## src/rtl/align_shift_sequencer.sv

```systemverilog
// Multi-cycle exponent alignment for the FP add/sub path: swaps operands so the
// larger exponent is "Large", then right-shifts the smaller mantissa StepSize bits/cycle with sticky.
module align_shift_sequencer #(
  parameter int ExponentSize = 8,
  parameter int MantissaSize = 24,
  parameter int StepSize     = 4,
  parameter int MaxShift     = 27
) (
  input  logic                    Clk,
  input  logic                    nReset,
  input  logic                    InValid,
  output logic                    InReady,
  input  logic [ExponentSize-1:0] Exponent1,
  input  logic [ExponentSize-1:0] Exponent2,
  input  logic [MantissaSize-1:0] Mantissa1,
  input  logic [MantissaSize-1:0] Mantissa2,
  output logic                    OutValid,
  input  logic                    OutReady,
  output logic [ExponentSize-1:0] LargeExponent,
  output logic [MantissaSize+2:0] AlignedLarge,
  output logic [MantissaSize+2:0] AlignedSmall,
  output logic                    Swap,
  output logic [4:0]              ShiftCount,
  output logic                    Busy
);
  localparam int AW = MantissaSize + 3;
  localparam logic [ExponentSize:0] MaxShiftE = (ExponentSize+1)'(MaxShift);

  typedef enum logic [1:0] {IDLE, SHIFT, DONE} state_t;
  state_t state;

  logic [4:0]              remaining;
  logic                    swapNext;
  logic [ExponentSize:0]   diff;
  logic [4:0]              dSat;
  logic [4:0]              step;
  logic [AW-1:0]           stickyMask;
  logic [AW-1:0]           shifted;
  logic [AW-1:0]           nextSmall;

  assign InReady = (state == IDLE);

  // Difference is one bit wider than the exponents so it can never wrap.
  always_comb begin
    swapNext = (Exponent2 > Exponent1);
    diff = swapNext ? ({1'b0, Exponent2} - {1'b0, Exponent1})
                    : ({1'b0, Exponent1} - {1'b0, Exponent2});
    dSat = (diff > MaxShiftE) ? 5'(MaxShift) : diff[4:0];
  end

  // One shift step: bits falling off the bottom (including the old sticky) fold into bit 0.
  always_comb begin
    step       = (remaining > 5'(StepSize)) ? 5'(StepSize) : remaining;
    stickyMask = ~({AW{1'b1}} << step);
    shifted    = AlignedSmall >> step;
    nextSmall  = {shifted[AW-1:1], shifted[0] | (|(AlignedSmall & stickyMask))};
  end

  always_ff @(posedge Clk or negedge nReset) begin
    if (!nReset) begin
      state         <= IDLE;
      remaining     <= '0;
      OutValid      <= 1'b0;
      LargeExponent <= '0;
      AlignedLarge  <= '0;
      AlignedSmall  <= '0;
      Swap          <= 1'b0;
      ShiftCount    <= '0;
      Busy          <= 1'b0;
    end else begin
      case (state)
        IDLE: if (InValid) begin
          Swap          <= swapNext;
          LargeExponent <= swapNext ? Exponent2 : Exponent1;
          AlignedLarge  <= swapNext ? {Mantissa2, 3'b000} : {Mantissa1, 3'b000};
          AlignedSmall  <= swapNext ? {Mantissa1, 3'b000} : {Mantissa2, 3'b000};
          ShiftCount    <= dSat;
          remaining     <= dSat;
          Busy          <= 1'b1;
          if (dSat != 5'd0) begin
            state <= SHIFT;
          end else begin
            state    <= DONE;
            OutValid <= 1'b1;
          end
        end
        SHIFT: begin
          AlignedSmall <= nextSmall;
          remaining    <= remaining - step;
          if (remaining == step) begin
            state    <= DONE;
            OutValid <= 1'b1;
          end
        end
        DONE: if (OutReady) begin
          state    <= IDLE;
          OutValid <= 1'b0;
          Busy     <= 1'b0;
        end
        default: state <= IDLE;
      endcase
    end
  end
endmodule
```

## config.mk

```make
export PLATFORM = sky130hd
export DESIGN_NAME = align_shift_sequencer
export DESIGN_NICKNAME = d
export VERILOG_FILES = /design/src/rtl/align_shift_sequencer.sv
export SDC_FILE = /design/constraint.sdc
export NUM_CORES = 1
export LEC_CHECK = 0
export BUFFER_PORTS_ARGS = -buffer_cell sky130_fd_sc_hd__buf_2
export CORE_ASPECT_RATIO = 0.9
export CORE_MARGIN = 4
export CORE_UTILIZATION = 30
export CTS_CLUSTER_DIAMETER = 60
export CTS_CLUSTER_SIZE = 40
export DETAILED_ROUTE_END_ITERATION = 12
export PLACE_DENSITY = 0.47
export SLEW_MARGIN = 10
export SYNTH_ARGS = -nofsm -noshare
export SYNTH_HDL_FRONTEND = slang
export SYNTH_SLANG_ARGS = --single-unit
export TNS_END_PERCENT = 10
```

## constraint.sdc

```tcl
create_clock -name Clk -period 5.9 [get_ports Clk]
set_input_delay 0.295 -clock Clk [delete_from_list [all_inputs] [get_ports Clk]]
set_output_delay 0.295 -clock Clk [all_outputs]
set_load 0.005 [all_outputs]
```

==> results.yml, run 1 <==
run_status:
  status: "completed"
synth:
  async_flop_share_pct: 100
  yosysWarningCount: 0
  yosysTopAreaCell: "dfrtp_1"
  synthMuxAreaShare_pct: 22.9
  synth_top_area_share_pct: 32.8
  synthAdderAreaFrac_pct: 4.48
  synth-seq-cells: 74
  synth_compound_area_share_pct: 19.6
  synth.distinct_cells: 63
  synth-simple-area-share_pct: 13.1
  synth_ff_type: "dfrtp_1"
  synthesis.area_mm2: 0.00564
  synth_top_family_by_area: "multiplexers"
  syn_area_per_cell_um2: 9.62
  syn_inst: 586
  synth-edff-count: 0
  synthXorXnorAreaFrac_pct: 0.466
  yosysSeqAreaShare_pct: 32.8
  synth_area_leaders: "dfrtp_1 (33%), mux2i_1 (14%), mux4_2 (8.8%)"
grt:
  grt_util_met2_pct: 22.6
  antenna_found_initial: 0
  grt_pass1_vias: 4839
  busiest_layer: "met1"
  grt-ovfl-total: 0
  use_met3_pct: 3.38
  grt_max_degree: 114
  grtUsageTotal_pct: 15.5
  grt_use_met1_pct: 23.0
  grt_pass1_wl_um: 26900
flow_run:
  maxCapViolCount: 0
sta:
  fin_crit_sh_pct: 52.3
  slew_violations: 0
  finalHoldViolCount: 0
  rsz0062_at_grt: "false"
  fin_ws_ns: 2.81
  fin_skew_ns: 0.00726
  period_needed_ns: 3.09
  maxSlewHeadroom_pct: 23.1
  tightest_slew_ns: 1.15
  finalSetupTns_ns: 0
  fmax_mhz: 324
  setup_viol: 0
place:
  port_buffers: 135
  hpwl_um: 11800
  place_ws_ns: 2.44
  place.gp.congestion: 0.773
floorplan:
  core_area_mm2: 0.0184
  start_util_pct: 30.6
  die_w_um: 153
  io_pins: 139
  fp.dieH_um: 138
  rows: 47
  die_area_mm2: 0.0211
drt:
  vias: 4923
  drt_iter0_drc: 279
  drc_errors: 0
  wirelength_um: 16500
  firstDrtPassIters: 4
  antenna_left: 0
  wl_per_cell_um: 17.6
  via_per_inst: 5.25
worst_setup_path:
  startpoint: "Exponent1[6]"
  worstSetupPathType: "in -> reg"
  r2r_cells: 5
  worstSetupStartpointType: "input pin"
  crit_path_max_fanout: 47
  rr_endpoint: "AlignedSmall[4]"
  arrival_ns: 3.27
  rr_startpoint: "remaining[0]"
  required_ns: 6.08
  worstSetupEndpointType: "flop"
  crit_end: "AlignedSmall[24]"
  rrSetupSlack_ns: 3.38
final_layout:
  final_nets: 775
  diodes: 0
  nFillCells: 1888
  drive_gt1_share_pct: 27.7
  area_delta_synth_final_pct: 19.7
clock_network:
  clkTransAtPathRegs_ns: 0.06
  cts_num_sinks: 74
  clk_path_buf_depth: 2
  cts.htree.levels: 3
  tritoncts: "built"
  cts_setup_buffers: 0
  ctsHoldBuffers: 0
  cts_root_buf: "clkbuf_16"
  clk_latency_ns: 0.34
  cts-resized-gates: 0
  cts_made_buffers: 9
min_path:
  hp-class: "in -> async"
power_and_ir_drop:
  leakage_nw: 3.08
  vdd_ir_drop_max_mv: 0.175
  powerDensity_mw_per_mm2: 476
  power.total_w: 0.00321
## critical path, stage by stage
cell      delay, ns
buf_2          0.09
inv_1          0.05
ha_1           0.62
nand3_1        0.19
a211oi_1       0.27
o22a_4         0.63
buf_4          0.53
mux2i_1        0.24
nor2_1         0.06
a21oi_1        0.16
o22ai_1        0.11
## placed cells by master (no fill, tap or decap), types with 4 or more instances in the layout
cell type    n
nor2_1      23
buf_2      134
mux2i_1     77
o221ai_1    18
a21oi_1     30
a31oi_1      6
conb_1       4
dfrtp_1     74
a21o_1      10
nand2_1     63
nand3_1     21
o21ai_0     55
a21boi_0     6
clkbuf_16    9
nand2b_1     4
a211oi_1     4
o211ai_1     8
and3b_1      5
buf_4        5
mux4_2      22
nor2b_1      8
inv_1       22
ha_1        17
## synthesized netlist by cell type (all sizes together) (8+ instances only)
| cell | instances |
|---|---|
| a21o | 10 |
| a21oi | 32 |
| buf | 27 |
| clkbuf | 23 |
| dfrtp | 74 |
| ha | 17 |
| inv | 22 |
| mux2i | 77 |
| mux4 | 22 |
| nand2 | 63 |
| nand3 | 21 |
| nor2 | 24 |
| nor2b | 9 |
| o211ai | 8 |
| o21ai | 55 |
| o221ai | 18 |
## routing by layer
metal / part of all wire, % / wire length (um) / vias up
met5: 0 / 0 / -
met4: 1.2 / 201 / 0
met3: 5.8 / 957 / 11
met2: 43 / 7050 / 150
met1: 50 / 8320 / 2385
li1: - / - / 2377
## power breakdown
group          total (W)  switching (W)  internal, W
clock network   0.000664       0.000246     0.000418
registers        0.00102       0.000280     0.000744
logic            0.00152       0.000787     0.000736
## state kept, by name (all words and copies together) (netlist names)
name and cells:
OutValid 1, Busy 1, ShiftCount 5, AlignedLarge 24, LargeExponent 8, AlignedSmall 27
state 2, Swap 1, remaining 5
## cells by family (layout without fill, tap and decap cells)
group | Yosys count | after routing
xor gates and xnor gates | 3 | 3
and+or+nand+nor | 149 | 149
muxes | 101 | 101
adders and majority gates | 19 | 19
AOI/OAI and AO/OA | 166 | 166
buffers and inverters | 72 | 177
other | 2 | 4
DFF | 74 | 74
## per-stage QoR
step / cells / util [%] / hold slack (ns) / area (um^2)
4_1_cts: 938 / 36.7 / 0.167 / 6750
6_report: 938 / 36.7 / 0.134 / 6750
5_1_grt: 938 / 36.7 / 0.224 / 6750
3_5_place_dp: 922 / 34.8 / 0.465 / 6400
2_1_floorplan: 588 / - / -0.000591 / 5650
3_3_place_gp: 922 / 34.8 / 0.457 / 6400
## how the worst min path moves through the flow
stage / cells past startpoint / startpoint / to / slack [ns]
CTS: 1 / nReset / Busy / 0.17
global route: 1 / nReset / Busy / 0.22
detailed placement: 2 / AlignedLarge[11] / AlignedLarge[11] / 0.46
floorplan: 0 / nReset / AlignedLarge[10] / -0.0006
finish: 1 / nReset / Busy / 0.13
global placement: 2 / AlignedLarge[8] / AlignedLarge[8] / 0.46
## layout make-up
class	count	area [um^2]	area share, %
Clock inverter	7	124	1.84
Timing Repair Buffer	139	708	10.5
Inverter	22	82.6	1.22
Clock buffer	9	225	3.34
Sequential cell	74	1850	27.4
Tap cell	245	307	4.54
Multi-Input combinational cell	442	3450	51.1
No activity file was read; power rests on OpenSTA's default activity.
==> run 2, diff against run 1 <==
Settings changed: PLACE_DENSITY 0.47 to 0.49.
Clock period 5.9 ns to 2.7 ns, I/O delays scaled along.
==> results.yml, run 2 (synthesis results as in run 1) <==
final_layout:
  reg_top3: "AlignedSmall (27), AlignedLarge (24), LargeExponent (8)"
  layout_common_cells: "buf_2 (134), mux2i_1 (77), dfrtp_1 (74), nand2_1 (63), o21ai_0 (55)"
  drive_gt1_share_pct: 29.5
  final_common_cell: "buf_2"
  top_register: "AlignedSmall"
  final_nets: 793
  largest_register_ffs: 27
  diodes: 0
  area_delta_synth_final_pct: 22.8
  post-route-cell-area_mm2: 0.00692
  nFillCells: 1879
place:
  port_buffers: 135
  place.gp.congestion: 0.844
  hpwl_um: 11900
  placed_cell_area_mm2: 0.00657
grt:
  grtUsageTotal_pct: 15.4
  antenna_found_initial: 0
  grt-ovfl-total: 0
  grt_max_degree: 75
  grt_pass1_wl_um: 26900
  grt_pass1_vias: 4905
worst_setup_path:
  worstSetupPathType: "reg -> reg"
  rr_startpoint: "remaining[4]"
  worstSetupEndpointType: "flop"
  crit_path_max_fanout: 18
  worstSetupStartpointType: "flop"
  startpoint: "remaining[4]"
  rrSetupSlack_ns: 0.37
  required_ns: 2.89
  arrival_ns: 2.52
clock_network:
  clkTransAtPathRegs_ns: 0.06
  cts_num_sinks: 74
  cts_root_buf: "clkbuf_16"
  cts_setup_buffers: 0
  clk_path_buf_depth: 2
  cts.htree.levels: 3
  cts-resized-gates: 0
  clk_latency_ns: 0.34
  cts_made_buffers: 9
  ctsHoldBuffers: 0
  tritoncts: "built"
sta:
  fin_skew_ns: 0.00963
  setup_viol: 0
  slew_violations: 0
  tightest_slew_ns: 1.01
  maxSlewHeadroom_pct: 32.6
  period_needed_ns: 2.33
  finalSetupTns_ns: 0
  rsz0062_at_grt: "false"
  finalHoldViolCount: 53
  fin_crit_sh_pct: 86.2
  hold_ws_ns: -0.0231
  fmax_mhz: 430
run_status:
  status: "complete, but fails checks"
  violations: "hold timing"
floorplan:
  io_pins: 139
  die_area_mm2: 0.0211
  die_w_um: 153
  rows: 47
  core_area_mm2: 0.0184
  start_util_pct: 30.6
  fp.dieH_um: 138
drt:
  drt_iter0_drc: 304
  via_per_inst: 5.14
  wirelength_um: 16000
  antenna_left: 0
  wl_per_cell_um: 16.7
  firstDrtPassIters: 4
  vias: 4913
  drc_errors: 0
min_path:
  hp-class: "in -> async"
power_and_ir_drop:
  vdd_ir_drop_max_mv: 0.375
  leakage_nw: 3.18
  powerDensity_mw_per_mm2: 1030
flow_run:
  maxCapViolCount: 0
[run 2: cell types whose count changed in the layout (fill, tap and decap cells not counted), sizes merged]
cell,previous run,this run
buf,139,157
[run 2: cell type report]
type	count	area, um^2	share of cell area, %
inverters	22	82.6	1.19
clock buffers	9	225	3.25
well taps	245	307	4.43
clock inverters	7	124	1.79
flip-flops and latches	74	1850	26.7
repair buffers	157	881	12.7
multi-input cells	442	3450	49.9
[run 2: critical path, stage by stage (launching register included)]
cell and delay (ns):
dfrtp_1 0.46, or3_1 0.49, nor2_8 0.38, mux4_2 0.55, mux2i_1 0.17, o221ai_1 0.13
[run 2: routing by layer]
| layer | vias up | share of wire (%) | GRT usage, % |
|---|---|---|---|
| met5 | - | 0 | 0 |
| met4 | 0 | 0.74 | 2.86 |
| met3 | 6 | 6.2 | 4.56 |
| met2 | 129 | 45 | 23.8 |
| met1 | 2365 | 48 | 21.9 |
| li1 | 2413 | - | - |
[run 2: path summary, 6_finish.rpt]
check | end | cells past startpoint
max | AlignedSmall[5] | 5
min | Busy | 1
max in group asynchronous | LargeExponent[4] | 1
min reg2reg | AlignedLarge[12] | 2
min in group Clk | AlignedLarge[25] | 3
max reg2reg | AlignedSmall[5] | 5
[run 2: through the flow]
stage,std cells,power (W),setup slack [ns],util [%],hold slack (ns)
2_1_floorplan,588,0.00451,0.382,-,-0.161
3_3_place_gp,940,0.00566,0.0966,35.7,0.376
3_5_place_dp,940,0.00574,0.0229,35.7,0.384
4_1_cts,956,0.00721,0.330,37.6,0.00657
5_1_grt,956,0.00773,0.141,37.6,0.0534
6_report,956,0.00711,0.372,37.6,-0.0231
[run 2: report_power, final]
group / leakage (nW) / total, W / switching [W] / internal [W]
sequential: 0.904 / 0.00219 / 0.000566 / 0.00162
clock: 0.167 / 0.00143 / 0.000520 / 0.000913
combinational: 2.10 / 0.00348 / 0.00177 / 0.00171
